## config.mk

```make
export PLATFORM = sky130hd
export DESIGN_NAME = pwm_multichannel
export DESIGN_NICKNAME = d
export VERILOG_FILES = /design/src/rtl/pwm_multichannel.sv
export SDC_FILE = /design/constraint.sdc
export NUM_CORES = 1
export LEC_CHECK = 0
export ABC_AREA = 1
export CAP_MARGIN = 20
export CORE_MARGIN = 4
export CORE_UTILIZATION = 30
export CTS_BUF_LIST = sky130_fd_sc_hd__clkbuf_4 sky130_fd_sc_hd__clkbuf_8
export DETAILED_ROUTE_END_ITERATION = 10
export GPL_ROUTABILITY_DRIVEN = 0
export SETUP_SLACK_MARGIN = 0.2
export SYNTH_ARGS = -nofsm -noshare
export SYNTH_HDL_FRONTEND = slang
export SYNTH_SLANG_ARGS = --single-unit
```

## constraint.sdc

```tcl
create_clock -name clk -period 7.1 [get_ports clk]
set_clock_uncertainty 0.1 [all_clocks]
set_input_delay 1.42 -clock clk [delete_from_list [all_inputs] [get_ports clk]]
set_output_delay 1.42 -clock clk [all_outputs]
set_load 0.03 [all_outputs]
```

## src/rtl/pwm_multichannel.sv

```systemverilog
`default_nettype none
// ============================================================================
//  Module      : pwm_multichannel
//  Description : NUM_CH PWM outputs sharing one prescaled timebase, with
//                edge/center-aligned counting and shadowed duty/period/
//                prescale/mode registers that reload only at a period
//                boundary.
//  Revision    : 1.0 - initial parametrised release
// ============================================================================
module pwm_multichannel #(
    parameter int NUM_CH  = 16,
    parameter int CNT_W   = 8,
    parameter int PRESC_W = 8
) (
    input  logic                      clk,
    input  logic                      rst,
    input  logic [NUM_CH-1:0]         en_out,
    input  logic [NUM_CH-1:0]         en_pwm,
    input  logic [NUM_CH*CNT_W-1:0]   duty,
    input  logic [CNT_W-1:0]          period,
    input  logic [PRESC_W-1:0]        prescale,
    input  logic                      mode,
    input  logic                      commit,
    output logic [NUM_CH-1:0]         out,
    output logic                      period_start,
    output logic                      busy
);

    localparam logic             c_DIR_UP   = 1'b0;
    localparam logic             c_DIR_DOWN = 1'b1;
    localparam logic [CNT_W-1:0] c_CNT_ONE  = CNT_W'(1);
    localparam logic [PRESC_W-1:0] c_PRESC_ONE = PRESC_W'(1);

    // Timebase state
    logic [PRESC_W-1:0]       r_presc;
    logic [CNT_W-1:0]         r_cnt;
    logic                     r_dir;
    logic                     r_pending;
    logic                     r_bnd_d;
    logic                     r_period_start;
    logic [NUM_CH-1:0]        r_out;

    // Shadow copies of the programmable inputs
    logic [NUM_CH*CNT_W-1:0]  r_duty_s;
    logic [CNT_W-1:0]         r_period_s;
    logic [PRESC_W-1:0]       r_presc_s;
    logic                     r_mode_s;

    logic                     w_tick;
    logic                     w_wrap;
    logic                     w_boundary;
    logic                     w_load;
    logic [CNT_W-1:0]         w_cnt_nxt;
    logic                     w_dir_nxt;
    logic [NUM_CH-1:0]        w_pwm;

    assign w_tick     = (r_presc == r_presc_s);
    assign w_boundary = w_tick & w_wrap;
    // A commit arriving on the boundary cycle itself is honoured immediately.
    assign w_load     = w_boundary & (r_pending | commit);

    // Next counter value/direction and whether this step returns to zero.
    always_comb begin
        w_cnt_nxt = r_cnt;
        w_dir_nxt = r_dir;
        w_wrap    = 1'b0;
        if (!r_mode_s) begin
            if (r_cnt >= r_period_s) w_wrap = 1'b1;
            else                     w_cnt_nxt = r_cnt + c_CNT_ONE;
        end else if (r_dir == c_DIR_UP) begin
            if (r_cnt >= r_period_s) begin
                // P<=1 has no down-slope: the top value falls straight to 0.
                if (r_period_s <= c_CNT_ONE) begin
                    w_wrap = 1'b1;
                end else begin
                    w_cnt_nxt = r_period_s - c_CNT_ONE;
                    w_dir_nxt = c_DIR_DOWN;
                end
            end else begin
                w_cnt_nxt = r_cnt + c_CNT_ONE;
            end
        end else begin
            if (r_cnt <= c_CNT_ONE) w_wrap = 1'b1;
            else                    w_cnt_nxt = r_cnt - c_CNT_ONE;
        end
        if (w_wrap) begin
            w_cnt_nxt = '0;
            w_dir_nxt = c_DIR_UP;
        end
    end

    // Prescaler, counter and direction advance.
    always_ff @(posedge clk or posedge rst) begin
        if (rst) begin
            r_presc <= '0;
            r_cnt   <= '0;
            r_dir   <= c_DIR_UP;
        end else if (w_tick) begin
            r_presc <= '0;
            r_cnt   <= w_cnt_nxt;
            r_dir   <= w_dir_nxt;
        end else begin
            r_presc <= r_presc + c_PRESC_ONE;
        end
    end

    // Commit bookkeeping and shadow reload at the period boundary.
    always_ff @(posedge clk or posedge rst) begin
        if (rst) begin
            r_pending  <= 1'b0;
            r_duty_s   <= '0;
            r_period_s <= '0;
            r_presc_s  <= '0;
            r_mode_s   <= 1'b0;
        end else begin
            if (w_boundary)  r_pending <= 1'b0;
            else if (commit) r_pending <= 1'b1;
            if (w_load) begin
                r_duty_s   <= duty;
                r_period_s <= period;
                r_presc_s  <= prescale;
                r_mode_s   <= mode;
            end
        end
    end

    // Per-channel raw compare against the shared counter.
    for (genvar i = 0; i < NUM_CH; i++) begin : g_ch
        assign w_pwm[i] = (r_cnt < r_duty_s[i*CNT_W +: CNT_W]);
    end

    // Registered outputs; period_start is delayed twice so it lines up with
    // the first output sample of the new period.
    always_ff @(posedge clk or posedge rst) begin
        if (rst) begin
            r_out          <= '0;
            r_bnd_d        <= 1'b0;
            r_period_start <= 1'b0;
        end else begin
            r_out          <= en_out & (~en_pwm | w_pwm);
            r_bnd_d        <= w_boundary;
            r_period_start <= r_bnd_d;
        end
    end

    assign out          = r_out;
    assign period_start = r_period_start;
    assign busy         = r_pending;

endmodule
`default_nettype wire
```

**After elaboration in Yosys (flattened, before gate mapping)**

Index checks and enable logic that the tools add are counted.

- Register bits after elaboration: 181
- Input port bits: 180
- Output and inout bits: 18
- Word-level logic and storage cells: 69

- Add/sub/neg operators: 4
- Magnitude comparators: 19
- Eq/ne operators: 4
- Muxes and demuxes: 21
- Bitwise logic cells: 6
- Reduce and logical (&&, ||, !) cells: 4

Operator list:

| cell | count |
|---|---|
| 8-bit less-than comparator | 16 |
| 8-bit 2-to-1 mux | 8 |
| 8-bit by 1-bit adder with 8-bit output, second input constant | 2 |
| 16-bit bitwise AND | 1 |
| 8-bit by 1-bit <= comparator with 1-bit output, second input constant | 2 |
| 16-bit NOT | 1 |
| 16-bit bitwise OR | 1 |
| 8-bit by 1-bit subtractor with 8-bit output, second input constant | 2 |
| 1-bit 2-to-1 mux | 13 |
| 8-bit equality test | 1 |
| 8-bit >= comparator | 1 |
| 4-bit inequality test, second input constant | 2 |
| 4-bit AND reduction | 1 |
| 2-bit nonzero test | 2 |
| 3-bit inequality test, second input constant | 1 |
| 1-bit bitwise AND | 2 |
| 2-bit AND reduction | 1 |
| 1-bit bitwise OR | 1 |

**Longest topological paths before layout**

Gate-level depths: netlist of run 1.

- Depth in word-level cells: 7
- Depth in mapped cells: 19
- Depth with buffers taken out: 16

**Least setup slack after synthesis of run 1**

OpenSTA, ideal clock, no wires.

- Path type: flip-flop to flip-flop
- Start point: reg r_cnt[0]
- End point: reg r_duty_s[29]
- Library setup time: 0.121 ns
- Arrival: 2.245 ns
- Data required time: 6.879 ns
- Path slack: 4.635 ns
- Stages on the path, launching flop included: 20
- Buffers on the path: 4
- Period minus slack after synthesis: 2.465 ns
- Cell sequence: dfrtp_1 clkinv_1 clkbuf_1 ha_1 inv_1 nand2_1 nand2_1 nand2_1 nand2_1 nand2_1 nand2_1 nand3_1 nand2_1 inv_2 nand3_2 buf_6 buf_6 buf_6 nand2_1 o21ai_1

- Cells in the longest elaborated chain, start to end: 6
- Elaborated cells on any way between the ends: 9
- Those cells by class: 2 x order compare; 5 x mux; 2 x bitwise

RTL lines:

| item | line | RTL |
|---|---|---|
| start, declared | 36 | `logic [CNT_W-1:0] r_cnt;` |
| start signal, assigned | 100 | `r_cnt <= w_cnt_nxt;` |
| 8-bit >= comparator or 8-bit by 1-bit <= comparator with 1-bit output (tied branches) | 68, 71, 83 |  |
| 1-bit 2-to-1 mux (on tied branches) | 71, 83 |  |
| 1-bit 2-to-1 mux | 70 | `end else if (r_dir == c_DIR_UP) begin` |
| 1-bit 2-to-1 mux (*) | 67 | `if (!r_mode_s) begin` |
| 1-bit bitwise AND (*) | 58 | `assign w_boundary = w_tick & w_wrap;` |
| 1-bit bitwise AND (*) | 60 | `assign w_load = w_boundary & (r_pending \| commit);` |
| end signal, assigned | 119 | `r_duty_s <= duty;` |
| end, declared | 44 | `logic [NUM_CH*CNT_W-1:0] r_duty_s;` |

Every way passes the cells marked *; elsewhere a longest branch is shown, timed or not.
A chain may end at the register's enable or synchronous reset.

**Worst setup path in the final report of run 1**

- Start point: reg r_cnt[0]
- End point: reg r_duty_s[84]

Same word-level chain as after synthesis.

==> results_dict.tcl, run 1 <==
set metrics [dict create \
    crit_path_max_fanout 160 \
    period_share_pct 59.9 \
    routed_wl_um 27400 \
    cts_tree "done" \
    h-tree-depth 4 \
    die_h_um 197 \
    clk_pin_slew_worst_paths_ps 100 \
    synth_area_leader_cell "dfrtp_1" \
    vias 8815 \
    top_usage_layer "met2" \
    synth_nets 1643 \
    hold_path_startpoint "r_bnd_d" \
    r2r_slack_ps 2850 \
    cts_hold_buf 0 \
    core_area_sq_um 35500 \
    cellPowerDensity_nw_per_um2 194 \
    antenna_found_initial 1 \
    drive_above_1_share_pct 3.73 \
    outcome "completed" \
    drtIter0Drc 379 \
    peakVddDrop_uv 121 \
    clkSinkCount 181 \
    cp-start-kind "flip-flop" \
    crit_cells 15 \
    clk-insertion-delay-late_ps 490 \
    worst-path-buf-inv 3 \
    dominantRegCellSynth "dfrtp_1" \
    start_util_pct 30.3 \
    syn2layout_area_growth_pct 26.0 \
    n_fill_cell 3626 \
    synth.avg_cell_area_sq_um 8.05 \
    clock.fmax_mhz 235 \
    rsz0062_at_grt "no" \
    cpPeakStageDelay_ps 680 \
    final_area_sq_um 13600 \
    synthCells 1337 \
    post_drt_wl_per_cell_um 13.7 \
    synth_area_sq_um 10800 \
    switchingPower_uw 862 \
    synth-edff-count 0 \
    p_seq_share_pct 46.3 \
    rr_startpoint "r_cnt[0]" \
    met2_usage_pct 24.5 \
    antenna_left 0 \
    netSwitchingFraction_pct 32.8 \
    drt-pass1-iter-count 4 \
    io_pins 198 \
    hold_ws_ps 263 \
    nNetsFinal 1823 \
    path_delay_family "simple AND/OR/NAND/NOR gates" \
    worstSetupPathType "flip-flop to flip-flop" \
    dieArea_sq_um 39000 \
    antenna_cells 0 \
    crit_arrival_ps 4510 \
    setup_viol 0 \
    cts_root_buffer "clkbuf_8" \
    crit_path_frequent_cell "nand2_1" \
    synth_area_leaders "dfrtp_1 (42%), ha_1 (15%), inv_1 (11%)" \
    end_kind "flip-flop" \
    reg2reg_to "r_duty_s[84]" \
    yosysSeqAreaShare_pct 42.1 \
    vias_per_cell 4.43 \
    min_period_ps 4250 \
    dpl.hpwl_um 19200 \
    grt_pass1_wl_um 44700 \
    drc 0 \
    relSlewSlack_pct 39.1 \
    worstRegToRegCells 15 \
    synth.distinct_cells 29 \
    met1_usage_pct 18.3 \
    cts_inserted_buffers 17 \
    synth.most_common_cell "inv_1" \
    drv_slew 0 \
    clkPwrFrac_pct 30.3 \
    required_ps 7360 \
    ys_warn_count 0 \
    tightest_slew_ps 913 \
    portBuffers 197 \
    die_w_um 197 \
    ys_ff_latch 181 \
    synth_top_area_share_pct 42.1 \
    hold_viol_final 0 \
    path_cells "clkinv_1 -> ha_1 -> inv_1 -> nand2_1 -> nand2_1 -> nand2_1 -> nand2_1 -> nand2_1 -> nand3_1 -> nand3_1 -> nand2_1 -> nand3_4 -> buf_12 -> nand2_1 -> o21ai_1" \
    maxCapViolCount 0 \
    whs_path_depth 0 \
    tns_ps 0 \
    place_ws_ps 2900 \
    grt_util_met3_pct 3.00 \
    pwr-share-comb_pct 23.4 \
    grt_overflow_total 0 \
    post_dp_cell_area_sq_um 13100 \
    cts_setup_buffers 0 \
    fin_util_pct 38.2 \
    grt_usage_pct 14.3 \
    rows 69 \
    p_leak_nw 7.52 \
    async_flop_share_pct 100 \
    grt_max_degree 161 \
    grt_pass1_vias 8923 \
    hold_end "period_start" \
    min_path_type "flip-flop to flip-flop" \
    power.internal_mw 1.77 \
    cts_resized 0 \
    setup_ws_ps 2850 \
    yosys-top-cells-count "inv_1 (313), nand2_1 (280), dfrtp_1 (181), ha_1 (126), o21ai_1 (95)" \
    clockBufferDepth 2 \
    cpMaxStageDelayCell "clkinv_1" \
]
## worst max path at each step
stage | from | end | slack (ps)
after floorplan | rst | busy | 660
after global placement | r_cnt[0] | r_duty_s[27] | 3030
after detailed placement | r_cnt[0] | r_duty_s[18] | 2900
after CTS | r_cnt[0] | r_duty_s[18] | 2870
after global routing | r_cnt[0] | r_duty_s[87] | 2430
final | r_cnt[0] | r_duty_s[84] | 2850
## power by group through the flow
stage                     clock network [mW]  registers (mW)  logic, mW
after floorplan                            0            1.21      0.384
after global placement                     0            1.24      0.602
after detailed placement                   0            1.24      0.624
after CTS                              0.836            1.22      0.628
after global routing                   0.870            1.23      0.720
final                                  0.797            1.22      0.616
## through the flow
stage          total power [mW]  std cells
2_1_floorplan              1.60       1337
3_3_place_gp               1.84       1959
6_report                   2.63       1991
5_1_grt                    2.82       1991
4_1_cts                    2.68       1991
3_5_place_dp               1.86       1959
## layout by cell type, fill, tap and decap left out
cell type and count:
xor2_1 19, nor3_1 4, nor2_1 29, nor4_1 1, buf_12 1, clkbuf_8 18
inv_1 312, o21ai_2 5, dfrtp_1 176, ha_1 126, clkdlybuf4s50_1 197, nor3_2 1
inv_8 2, clkinv_1 1, clkinv_8 1, clkinv_2 1, buf_4 4, nand4_1 22
or2_0 1, clkinv_4 2, inv_6 5, o211ai_1 16, nand3_4 1, and3_1 1
dfrtp_2 5, o21ai_0 68, nand3_1 31, clkinvlp_4 1, a21oi_1 77, nand2_1 280
inv_2 2, nor2_2 4, a21o_1 1, o21ai_1 95, or2_2 1, bufinv_16 3
a21boi_0 16
## routing by layer
metal | routed length [um] | up-vias | part of all wire, %
li1 | - | 4561 | -
met5 | 0 | - | 0
met2 | 13200 | 161 | 48
met3 | 1110 | 34 | 4.1
met4 | 515 | 0 | 1.9
met1 | 12500 | 4059 | 46
## cell families after synthesis
family	share of synthesized area, %
AO/OA/AOI/OAI	13.9
AND/OR/NAND/NOR	14.3
XOR/XNOR	1.55
flip-flops	42.1
buffers and inverters	13.5
adder cells (fa/ha/maj)	14.7
## sequential cells by signal, indices dropped and copies added, names as in the netlist
register      flops
busy              1
period_start      1
r_cnt             8
out              16
r_bnd_d           1
r_duty_s        128
r_presc_s         8
r_mode_s          1
r_presc           8
r_period_s        8
r_dir             1
## layout make-up
class / instances / area, sq um / share of cell area, %
Tap cell: 461 / 577 / 4.26
Sequential cell: 181 / 4540 / 33.5
Inverter: 316 / 1190 / 8.81
Timing Repair Buffer: 202 / 2020 / 14.9
Clock buffer: 18 / 248 / 1.83
Multi-Input combinational cell: 799 / 4790 / 35.3
Clock inverter: 14 / 191 / 1.41
No activity file was read; power rests on OpenSTA's default activity.
==> inputs of run 2 (changes only) <==
- clock period: 7.1 -> 3.7 ns (I/O delays scaled with it)
==> results_dict.tcl, run 2 (same netlist as run 1, synthesis figures left out) <==
set metrics [dict create \
    cpMaxStageDelayCell "dfrtp_1" \
    min_period_ps 2780 \
    h-tree-depth 4 \
    pwr-share-comb_pct 26.4 \
    multi_input_area_sq_um 4790 \
    io_pins 198 \
    whs_path_depth 0 \
    grt_usage_pct 14.6 \
    path_cells "clkinv_1 -> buf_4 -> ha_1 -> inv_1 -> nand2_1 -> nand2_1 -> nand2_1 -> nand2_1 -> nand2_1 -> nand2_1 -> nand3_1 -> nand2_1 -> inv_2 -> nand3_4 -> buf_12 -> nand2_1 -> o21ai_0" \
    n_fill_cell 3637 \
    drt-pass1-iter-count 5 \
    largest_register_ffs 128 \
    core_area_sq_um 35500 \
    clock.fmax_mhz 359 \
    dpl.hpwl_um 19700 \
    p_seq_share_pct 44.8 \
    clkPwrFrac_pct 28.9 \
    cp-start-kind "flip-flop" \
    worstSetupPathType "flip-flop to flip-flop" \
    relSlewSlack_pct 60.9 \
    cts_setup_buffers 0 \
    maxCapViolCount 0 \
    grt_max_degree 117 \
    cts_root_buffer "clkbuf_8" \
    rsz0062_at_grt "no" \
    grt_pass1_wl_um 45400 \
    final_common_cell "inv_1" \
    required_ps 3990 \
    routed_wl_um 27800 \
    outcome "completed" \
    dieArea_sq_um 39000 \
    end_kind "flip-flop" \
    cts_hold_buf 0 \
    drtIter0Drc 357 \
    die_w_um 197 \
    period_share_pct 75.2 \
    antenna_cells 0 \
    setup_viol 0 \
    antenna_found_initial 2 \
    drv_slew 0 \
    vias_per_cell 4.43 \
    crit_path_max_fanout 116 \
    post_drt_wl_per_cell_um 13.9 \
    switchingPower_mw 1.65 \
    crit_path_frequent_cell "nand2_1" \
    cellPowerDensity_nw_per_um2 366 \
    hold_ws_ps 265 \
    grt_pass1_vias 9014 \
    tns_ps 0 \
    drive_above_1_share_pct 4.48 \
    clockBufferDepth 2 \
    hold_viol_final 0 \
    portBuffers 197 \
    antenna_left 0 \
    start_util_pct 30.3 \
    cts_inserted_buffers 17 \
    tightest_slew_ps 582 \
    drc 0 \
    route.met2.wl_um 13100 \
    netSwitchingFraction_pct 32.9 \
    power.internal_mw 3.36 \
    grt_overflow_total 0 \
    clkSinkCount 181 \
    rows 69 \
    crit_arrival_ps 3080 \
    finalNonFillerCells 2002 \
    worstRegToRegCells 17 \
    dp.cells 1971 \
    mostFrequentLayoutCells "inv_1 (312), nand2_1 (280), clkdlybuf4s50_1 (197)" \
    p_leak_nw 7.57 \
    top_layer "met5" \
    cpPeakStageDelay_ps 450 \
    cts_tree "done" \
    clk_pin_slew_worst_paths_ps 100 \
    route.met3.wl_um 1020 \
    wl_met1_um 13200 \
    nNetsFinal 1835 \
    peakVddDrop_uv 201 \
    vias 8870 \
    syn2layout_area_growth_pct 26.9 \
    cts_resized 0 \
    min_path_type "flip-flop to flip-flop" \
    clk-insertion-delay-late_ps 480 \
    ff_latch_area_sq_um 4540 \
    top_register "r_duty_s" \
    die_h_um 197 \
]
[run 2: layer usage]
layer / up-vias / global-route usage, %
met5: - / 0
met4: 2 / 4.52
met3: 26 / 2.66
met2: 164 / 24.1
met1: 4093 / 19.6
li1: 4585 / -
[run 2: power by group through the flow]
stage                     clock (mW)  sequential [mW]  combinational (mW)
after floorplan                    0             2.33               0.737
after global placement             0             2.28                1.30
after detailed placement           0             2.28                1.34
after CTS                       1.52             2.24                1.35
after global routing            1.59             2.27                1.53
final                           1.44             2.24                1.32
[run 2: metrics by stage]
| stage | power, mW | setup slack [ps] | area (sq um) | utilization (%) |
|---|---|---|---|---|
| 6_report | 5.01 | 916 | 13700 | 38.5 |
| 5_1_grt | 5.39 | 673 | 13700 | 38.5 |
| 4_1_cts | 5.10 | 957 | 13700 | 38.5 |
| 3_5_place_dp | 3.62 | 992 | 13300 | 37.3 |
| 3_3_place_gp | 3.58 | 1050 | 13300 | 37.3 |
| 2_1_floorplan | 3.06 | 537 | 10800 | - |
[run 2: worst max-delay path: cells and delay by family, from the launching register on]
family | cells | cell delay [ps]
AND/OR/NAND/NOR | 10 | 810
buffers and inverters | 5 | 780
flip-flops | 1 | 450
adder cells (fa/ha/maj) | 1 | 320
AO/OA/AOI/OAI | 1 | 100
[run 2: cell type report]
| class | instances | share of cell area (%) |
|---|---|---|
| Multi-Input combinational cell | 799 | 35.0 |
| Sequential cell | 181 | 33.2 |
| Timing Repair Buffer | 214 | 15.8 |
| Inverter | 316 | 8.71 |
| Tap cell | 461 | 4.22 |
| Clock buffer | 19 | 1.91 |
| Clock inverter | 12 | 1.05 |
[run 2: worst paths after layout]
kind	slack, ps	endpoint	startpoint
max reg2reg	920	r_duty_s[20]	r_cnt[0]
max	920	r_duty_s[20]	r_cnt[0]
min in group asynchronous	570	r_presc_s[7]	rst
min	270	period_start	r_bnd_d
max in group asynchronous	1990	r_duty_s[54]	rst
min reg2reg	270	period_start	r_bnd_d
==> inputs of run 3 (changes only) <==
- clock period: 3.7 -> 2.6 ns (I/O delays scaled with it)
==> results_dict.tcl, run 3 (same netlist as run 1, synthesis figures left out) <==
set metrics [dict create \
    nNetsFinal 1875 \
    hold_viol_final 0 \
    clockBufferDepth 2 \
    cts_root_buffer "clkbuf_8" \
    h-tree-depth 4 \
    grt_max_degree 69 \
    post_drt_wl_per_cell_um 14.9 \
    end_kind "flip-flop" \
    crit_arrival_ps 2620 \
    die_h_um 197 \
    drv_slew 0 \
    portBuffers 197 \
    clk_pin_slew_worst_paths_ps 100 \
    setup_ws_ps 261 \
    clk-insertion-delay-late_ps 500 \
    drive_above_1_share_pct 7.65 \
    grt_pass1_vias 8933 \
    cts_inserted_buffers 17 \
    setup_viol 0 \
    total_power_mw 7.21 \
    peakVddDrop_uv 332 \
    tightest_slew_ps 488 \
    relSlewSlack_pct 67.5 \
    grt_overflow_total 0 \
    final_area_sq_um 14300 \
    cellPowerDensity_nw_per_um2 504 \
    dp.cells 1989 \
    drc 0 \
    cts_tree "done" \
    routed_wl_um 30500 \
    maxCapViolCount 0 \
    post_dp_cell_area_sq_um 13400 \
    syn2layout_area_growth_pct 33.1 \
    antenna_cells 0 \
    dpl.hpwl_um 21400 \
    antenna_found_initial 1 \
    largest_register_ffs 128 \
    core_area_sq_um 35500 \
    antenna_left 0 \
    clock.fmax_mhz 427 \
    place_ws_ps 128 \
    crit_path_max_fanout 16 \
    required_ps 2880 \
    min_period_ps 2340 \
    p_leak_nw 7.93 \
    die_w_um 197 \
    finalNonFillerCells 2043 \
    cts_hold_buf 0 \
    vias_per_cell 4.51 \
    drtIter0Drc 403 \
    outcome "completed" \
    final_common_cell "inv_1" \
    vias 9215 \
    rows 69 \
    cp-start-kind "flip-flop" \
    grt_usage_pct 14.9 \
    dieArea_sq_um 39000 \
    min_path_type "flip-flop to flip-flop" \
    top_register "r_duty_s" \
    drt-pass1-iter-count 4 \
    rsz0062_at_grt "yes" \
    mostFrequentLayoutCells "inv_1 (311), nand2_1 (279), clkdlybuf4s50_1 (197)" \
    start_util_pct 30.3 \
    worstSetupPathType "flip-flop to flip-flop" \
    grt_pass1_wl_um 45800 \
    clkSinkCount 181 \
    io_pins 198 \
    period_share_pct 90.0 \
]
-- run 3: cell count changes in the layout (fill, tap and decap cells not counted), moves of 3 or more --
cell,change
a21oi_2,+3
buf_16,+5
a21oi_1,-3
clkbuf_16,+11
o21ai_1,+4
o21ai_0,-4
buf_4,+21
-- run 3: metal layers --
metal  routed length, um  share of wire [%]  vias to the layer above  global-route usage, %
li1                    -                  -                     4671                      -
met3                1030                3.4                       40                   2.34
met4                 584                1.9                        0                   4.90
met5                   0                  0                        -                      0
met1               14000                 46                     4340                   19.8
met2               14900                 49                      164                   25.0
-- run 3: worst paths after layout --
check / startpoint / end / depth (start not counted) / slack [ps]
hold / removal: r_bnd_d / period_start / 0 / 260
hold reg to reg: r_bnd_d / period_start / 0 / 260
min in group asynchronous: rst / r_presc_s[3] / 2 / 270
setup reg to reg: r_period_s[5] / r_duty_s[23] / 12 / 260
setup / recovery: r_period_s[5] / r_duty_s[23] / 12 / 260
max in group asynchronous: rst / r_duty_s[35] / 4 / 1430
-- run 3: stage by stage --
step / hold slack (ps) / setup TNS (ps) / util (%)
detailed placement: 244 / 0 / 37.9
floorplan: 231 / -62010 / -
CTS: 217 / 0 / 39.0
global placement: 233 / 0 / 37.9
global route: 245 / 0 / 40.4
finish: 261 / 0 / 40.4
-- run 3: worst max-delay path, stage by stage, from the launching register on --
cell and delay (ps):
dfrtp_1 410, inv_1 60, ha_1 300, a21oi_2 180, nor2_2 50, nor2_2 150
nand3_1 130, nand3_1 100, nand2_2 90, nand3_4 150, buf_12 200, clkbuf_16 200
o21ai_0 80
-- run 3: power breakdown --
group / internal [mW] / switching, mW / total (mW)
logic: 0.884 / 1.10 / 1.99
clock network: 0.882 / 1.16 / 2.04
registers: 3.03 / 0.154 / 3.18
-- run 3: timing repair --
item,4_1_cts,5_1_grt
resized for setup,3,30
setup buffers,0,11
gates cloned,0,11
setup endpoints to repair,36,134
pin swaps,0,4
hold endpoints to repair,0,0
-- run 3: layout make-up --
type	instances	area (sq um)
inverter	316	1190
tap	461	577
clock inverter	15	168
fill	3570	21200
multi-input combinational	799	4840
clock buffer	17	234
sequential	181	4540
timing repair buffer	254	2780
